[src/rtl/fifo_word_packer_pkg.sv]
// Shared widths, keep encodings and flush-state encoding for the halfword-to-word packer.
package fifo_word_packer_pkg;
  localparam int HW_W  = 16;
  localparam int OUT_W = 32;

  localparam logic [1:0] KEEP_FULL = 2'b11;
  localparam logic [1:0] KEEP_LO   = 2'b01;

  typedef enum logic [1:0] {
    RUN     = 2'd0,
    FL_WAIT = 2'd1,
    FL_EMIT = 2'd2
  } state_t;
endpackage

[src/rtl/fifo_word_packer_stage_buf.sv]
// Circular halfword staging buffer: one write per cycle, pop of one or two
// entries, with the two oldest entries always visible at the head.
module halfword_stage_buf
  import fifo_word_packer_pkg::*;
#(
  parameter int BUF_DEPTH = 4,
  localparam int PW = $clog2(BUF_DEPTH),
  localparam int CW = PW + 1
) (
  input  logic            clk,
  input  logic            rst,
  input  logic            wr_en,
  input  logic [HW_W-1:0] wr_data,
  input  logic            pop_one,
  input  logic            pop_two,
  output logic [CW-1:0]   occ,
  output logic [HW_W-1:0] head0,
  output logic [HW_W-1:0] head1
);
  logic [HW_W-1:0] mem [BUF_DEPTH];
  logic [PW-1:0]   wr_ptr;
  logic [PW-1:0]   rd_ptr;
  logic [PW-1:0]   rd_step;
  logic [CW-1:0]   pop_cnt;
  logic [CW-1:0]   occ_nxt;

  // Pointer widths equal log2(depth), so plain addition wraps modulo depth.
  always_comb begin
    rd_step = '0;
    pop_cnt = '0;
    if (pop_two) begin
      rd_step = PW'(2);
      pop_cnt = CW'(2);
    end else if (pop_one) begin
      rd_step = PW'(1);
      pop_cnt = CW'(1);
    end
    occ_nxt = occ + CW'(wr_en) - pop_cnt;
  end

  always_ff @(posedge clk or negedge rst) begin
    if (!rst) begin
      wr_ptr <= '0;
      rd_ptr <= '0;
      occ    <= '0;
    end else begin
      if (wr_en) wr_ptr <= wr_ptr + PW'(1);
      rd_ptr <= rd_ptr + rd_step;
      occ    <= occ_nxt;
    end
  end

  always_ff @(posedge clk) begin
    if (wr_en) mem[wr_ptr] <= wr_data;
  end

  assign head0 = mem[rd_ptr];
  assign head1 = mem[rd_ptr + PW'(1)];
endmodule

[src/rtl/fifo_word_packer.sv]
// Drains a 16-bit FIFO with one-cycle read latency and packs halfword pairs into
// 32-bit words on a valid/ready port; flush emits a trailing odd halfword padded.
module fifo_word_packer
  import fifo_word_packer_pkg::*;
#(
  parameter int BUF_DEPTH = 4
) (
  input  logic             clk,
  input  logic             rst,
  input  logic             fifo_empty,
  input  logic             fifo_valid,
  input  logic             fifo_under,
  input  logic [HW_W-1:0]  fifo_dout,
  output logic             fifo_rd,
  input  logic             flush,
  output logic [OUT_W-1:0] out_data,
  output logic [1:0]       out_keep,
  output logic             out_valid,
  input  logic             out_ready,
  output logic             busy,
  output logic             err
);
  localparam int CW = $clog2(BUF_DEPTH) + 1;
  localparam logic [CW:0] DEPTH_V = (CW+1)'(BUF_DEPTH);

  state_t          state;
  state_t          state_nxt;
  logic [CW-1:0]   occ;
  logic [CW-1:0]   outst;
  logic [CW-1:0]   outst_nxt;
  logic [CW:0]     inflight;
  logic [HW_W-1:0] head0;
  logic [HW_W-1:0] head1;
  logic            wr_en;
  logic            stray;
  logic            load_en;
  logic            pack_go;
  logic            pad_go;

  // Counting issued-but-unreturned reads against free space keeps the buffer from overflowing.
  assign inflight = {1'b0, occ} + {1'b0, outst};
  assign fifo_rd  = !fifo_empty && (inflight < DEPTH_V) && (state == RUN);
  assign wr_en    = fifo_valid && (outst != '0);
  assign stray    = fifo_valid && (outst == '0);
  assign load_en  = !out_valid || out_ready;
  assign pack_go  = load_en && (occ >= CW'(2));
  assign pad_go   = load_en && (state == FL_EMIT) && (occ == CW'(1));
  assign busy     = (state != RUN) || (occ != '0) || (outst != '0) || out_valid;

  halfword_stage_buf #(
    .BUF_DEPTH(BUF_DEPTH)
  ) u_buf (
    .clk     (clk),
    .rst     (rst),
    .wr_en   (wr_en),
    .wr_data (fifo_dout),
    .pop_one (pad_go),
    .pop_two (pack_go),
    .occ     (occ),
    .head0   (head0),
    .head1   (head1)
  );

  always_comb begin
    state_nxt = state;
    outst_nxt = outst + CW'(fifo_rd) - CW'(wr_en);
    unique case (state)
      RUN:     if (flush) state_nxt = FL_WAIT;
      FL_WAIT: if (outst == '0) state_nxt = FL_EMIT;
      FL_EMIT: if ((occ == '0) || pad_go) state_nxt = RUN;
      default: state_nxt = RUN;
    endcase
  end

  always_ff @(posedge clk or negedge rst) begin
    if (!rst) begin
      state <= RUN;
      outst <= '0;
      err   <= 1'b0;
    end else begin
      state <= state_nxt;
      outst <= outst_nxt;
      if (fifo_under || stray) err <= 1'b1;
    end
  end

  // Output register stage
  always_ff @(posedge clk or negedge rst) begin
    if (!rst) begin
      out_valid <= 1'b0;
      out_data  <= '0;
      out_keep  <= '0;
    end else if (load_en) begin
      if (pack_go) begin
        out_data  <= {head1, head0};
        out_keep  <= KEEP_FULL;
        out_valid <= 1'b1;
      end else if (pad_go) begin
        out_data  <= {{(OUT_W-HW_W){1'b0}}, head0};
        out_keep  <= KEEP_LO;
        out_valid <= 1'b1;
      end else begin
        out_valid <= 1'b0;
      end
    end
  end
endmodule

[config.mk]
export PLATFORM = sky130hd
export DESIGN_NAME = fifo_word_packer
export DESIGN_NICKNAME = d
export VERILOG_FILES = /design/src/rtl/fifo_word_packer_pkg.sv /design/src/rtl/fifo_word_packer_stage_buf.sv /design/src/rtl/fifo_word_packer.sv
export SDC_FILE = /design/constraint.sdc
export NUM_CORES = 1
export LEC_CHECK = 0
export ABC_AREA = 1
export CAP_MARGIN = 10
export CORE_MARGIN = 1
export CORE_UTILIZATION = 30
export DETAILED_ROUTE_END_ITERATION = 12
export DONT_BUFFER_PORTS = 1
export GPL_ROUTABILITY_DRIVEN = 0
export PLACE_DENSITY = 0.44
export SYNTH_ARGS = -nofsm -noshare
export SYNTH_HDL_FRONTEND = slang
export SYNTH_SLANG_ARGS = --single-unit
export TNS_END_PERCENT = 20
[constraint.sdc]
create_clock -name clk -period 3.4 [get_ports clk]
set_input_delay 0.68 -clock clk [delete_from_list [all_inputs] [get_ports clk]]
set_output_delay 0.68 -clock clk [all_outputs]
set_load 0.05 [all_outputs]
==> parameters.txt <==
Parameter                              Value

Power and ir drop
  IR drop worst, VDD ... 0.0003669 V
  Leakage ... 2.701 nW
  Power per unit of standard cell area ... 996.4 nW/um^2

CTS
  Library cell used as clock root buffer ... sky130_fd_sc_hd__clkbuf_16
  Number of levels in the clock H-tree ... 3
  Number of clock buffers inserted by TritonCTS ... 9
  TritonCTS Sinks ... 112
  Number of gates given a new drive strength after cts ... 0
  Setup Fix Bufs, Post-CTS ... 0
  Clock tree from TritonCTS ... done
  CTS clock-pin slew for the worst setup and hold paths ... 0.07 ns
  Clock network latency to the later pin of the worst-skew pair ... 0.35 ns
  Count of hold-fix buffers inserted at cts ... 0
  Worst-case clock buffer depth ... 2

Yosys
  Post-Synthesis Cell Area ... 5475 sq um
  Leading register cell type out of synthesis ... sky130_fd_sc_hd__edfxtp_1
  Synth Area per Inst ... 9.156 sq um
  Seq/Total Area, Yosys ... 0.5704
  Mapped Cells ... 598
  Cell variety after synth ... 27
  Syn nets ... 633
  Number of warning messages in the yosys log ... 0
  Main area contributors after synthesis ... sky130_fd_sc_hd__edfxtp_1 (35%), sky130_fd_sc_hd__dfrtp_1 (22%), sky130_fd_sc_hd__nand2_1 (16%)
  Area share of the largest cell type after synthesis ... 0.3510
  Flip-flop and latch count after synthesis ... 112
  EDFF count, synth ... 64
  Fraction of registers with async set or reset after synthesis ... 0.4286
  Library cell occupying the most area in the post-synthesis netlist ... sky130_fd_sc_hd__edfxtp_1

Floorplan
  X dimension of the die ... 137.1 um
  Placeable core region ... 17,900 sq um
  Vert. Die Dim ... 137.1 um
  DIE AREA ... 18,800 sq um
  Initial core utilization ... 0.3058
  Site row count ... 49
  Number of I/O pins ... 61

Worst setup path
  Worst R2R Path Depth ... 10
  Max stage delay cell, worst path ... sky130_fd_sc_hd__dfrtp_1
  Slowest stage delay, CP ... 0.69 ns
  List of cells traversed by the critical path ... inv_1 -> nor2_1 -> nor2_1 -> nand2_2 -> xor2_1 -> ha_1 -> inv_1 -> fa_1 -> xnor2_1 -> xor2_1
  Kind of end point of the critical path ... flop
  Required time of the critical path ... 3.68 ns
  Worst endpoint data arrival time ... 2.62 ns
  Largest fanout on the critical path ... 13
  Start-to-end type of the worst setup path ... flop to flop
  Startpoint kind of the worst setup timing path ... flop

Route
  Vias per cell ... 4.444
  DRC violations left ... 0
  Antenna Nets Post-Route ... 0
  Drt first-iter violations ... 364
  Total iterations of the first detailed-routing run ... 4
  DRT Wirelength ... 13.07 mm
  Metal-1 WL ... 6.025 mm
  DR top layer ... met4
  Met2 routed wirelength ... 5.879 mm
  Sum of met3 wire segment lengths after detailed routing ... 940 um
  Average wire per cell in the routed design ... 15.80 um
  Via count ... 3,675

Run
  Total of max-cap violations ... 0

STA
  Setup violators final ... 0
  Final hold violations ... 0
  Final Skew ... 0.01127 ns
  Post-route minimum period ... 2.344 ns
  Achievable Freq ... 0.4266 GHz
  Crit share post-route ... 0.6894
  Least-Margin Pin Slew ... 0.9330 ns
  Final-layout setup total negative slack ... 0 ns
  Setup repair after global routing missed its margin ... no
  Relative slew margins ... 0.3760
  Final Max Slew Viols ... 0

Global routing
  Remaining global-route overflow ... 0
  Antenna violations before repair ... 0
  Number of global-route vias before repair ... 3,505
  Combined global-route utilization of all metal layers ... 0.1455
  Largest net degree at the start of global routing ... 67
  First-pass GRT wire length ... 19.75 mm

Hold path
  Worst hold path class ... input port to async pin

Cells and area
  Net total in the final layout ... 628
  Commonest non-fill, non-tap cell in the layout ... sky130_fd_sc_hd__nand2_1
  Finished Core Util ... 0.3309
  Total inserted antenna cells ... 0
  Number of fillers in the final layout ... 1,833
  Commonest cells after routing, fill and taps aside ... sky130_fd_sc_hd__nand2_1 (228), sky130_fd_sc_hd__edfxtp_1 (64), sky130_fd_sc_hd__inv_1 (53)
  Share of layout cells above drive strength 1 ... 0.07692
  Area Overhead vs Synth ... 8.181%

Status
  Run status ... finished, final reports clean

Place
  Number of port buffers ... 0
  HPWL Detailed ... 8.329 mm
per-stage QoR:
stage | instance area, sq um | instances | total power (W) | hold WS, ns | worst slack, ns
2_1_floorplan | 5475 | 598 | 0.004452 | 0.3844 | 0.8604
3_3_place_gp | 5615 | 807 | 0.004950 | 0.3858 | 1.104
3_5_place_dp | 5615 | 807 | 0.004984 | 0.3859 | 1.041
4_1_cts | 5883 | 823 | 0.005970 | 0.003418 | 1.027
5_1_grt | 5923 | 827 | 0.006397 | 0.002104 | 0.8096
6_report | 5923 | 827 | 0.005902 | 0.01887 | 1.056
cells in the mapped netlist (2+ instances only):
master,number
sky130_fd_sc_hd__fa_1,2
sky130_fd_sc_hd__nand3_1,45
sky130_fd_sc_hd__nor2_1,20
sky130_fd_sc_hd__dfrtp_1,48
sky130_fd_sc_hd__or2_0,9
sky130_fd_sc_hd__o21ai_1,3
sky130_fd_sc_hd__inv_2,2
sky130_fd_sc_hd__buf_2,9
sky130_fd_sc_hd__ha_1,10
sky130_fd_sc_hd__nand3_2,10
sky130_fd_sc_hd__o21ai_0,48
sky130_fd_sc_hd__buf_4,6
sky130_fd_sc_hd__inv_1,53
sky130_fd_sc_hd__nand2_4,2
sky130_fd_sc_hd__edfxtp_1,64
sky130_fd_sc_hd__xor2_1,5
sky130_fd_sc_hd__buf_6,9
sky130_fd_sc_hd__clkbuf_2,4
sky130_fd_sc_hd__inv_4,3
sky130_fd_sc_hd__nand2_1,228
sky130_fd_sc_hd__xnor2_1,2
sky130_fd_sc_hd__nand2_2,5
sky130_fd_sc_hd__or2_1,7
area by class of cell:
class | instances | area, sq um | area share
Sequential cell | 112 | 3124 | 0.5275
Multi-Input combinational cell | 399 | 1912 | 0.3228
Tap cell | 229 | 286.5 | 0.04837
Clock buffer | 13 | 250.2 | 0.04225
Inverter | 58 | 225.2 | 0.03802
Timing Repair Buffer | 13 | 107.6 | 0.01817
Clock inverter | 3 | 17.52 | 0.002957
worst paths after layout:
check	to	start	slack (ns)
worst max-delay path	u_buf.occ[2]	out_valid	1.06
worst min-delay path	out_data[17]	rst	0.02
worst max register to register	u_buf.occ[2]	out_valid	1.06
worst min register to register	state[0]	state[0]	0.54
max in group asynchronous	u_buf.rd_ptr[0]	rst	1.86
min in group clk	u_buf.mem[2][6]	fifo_dout[6]	0.42
logic make-up (layout without fill, tap and decap cells):
| group | after synthesis | after routing | synth area share |
|---|---|---|---|
| xor+xnor | 7 | 7 | 0.01120 |
| compound gates | 53 | 53 | 0.04913 |
| buf+inv | 87 | 87 | 0.08044 |
| simple gates | 327 | 327 | 0.2587 |
| fa+ha+maj | 12 | 12 | 0.03016 |
| flops | 112 | 112 | 0.5704 |
where the power goes:
group          internal [W]  switching, W
logic              0.000659       0.00140
clock network      0.000516      0.000464
registers           0.00187      0.000990
total               0.00305       0.00286
critical path: cells and delay by family (launching register included):
family / cells / cell delay [ns]
XOR/XNOR: 3 / 0.52
adder cells (fa/ha/maj): 2 / 0.53
buffers and inverters: 2 / 0.14
flip-flops: 1 / 0.69
AND/OR/NAND/NOR: 3 / 0.40
per-layer routing:
| metal | track usage | vias to the layer above |
|---|---|---|
| li1 | - | 1891 |
| met1 | 0.1889 | 1697 |
| met2 | 0.2239 | 73 |
| met3 | 0.04519 | 14 |
| met4 | 0.05922 | 0 |
| met5 | 0 | - |
sequential cells by signal, indices dropped and copies added (netlist names):
signal,count
out_data,32
out_keep,2
state,2
u_buf.mem,64
err,1
u_buf.occ,3
u_buf.rd_ptr,2
out_valid,1
u_buf.wr_ptr,2
outst,3
(Power assumes the default switching activity.)
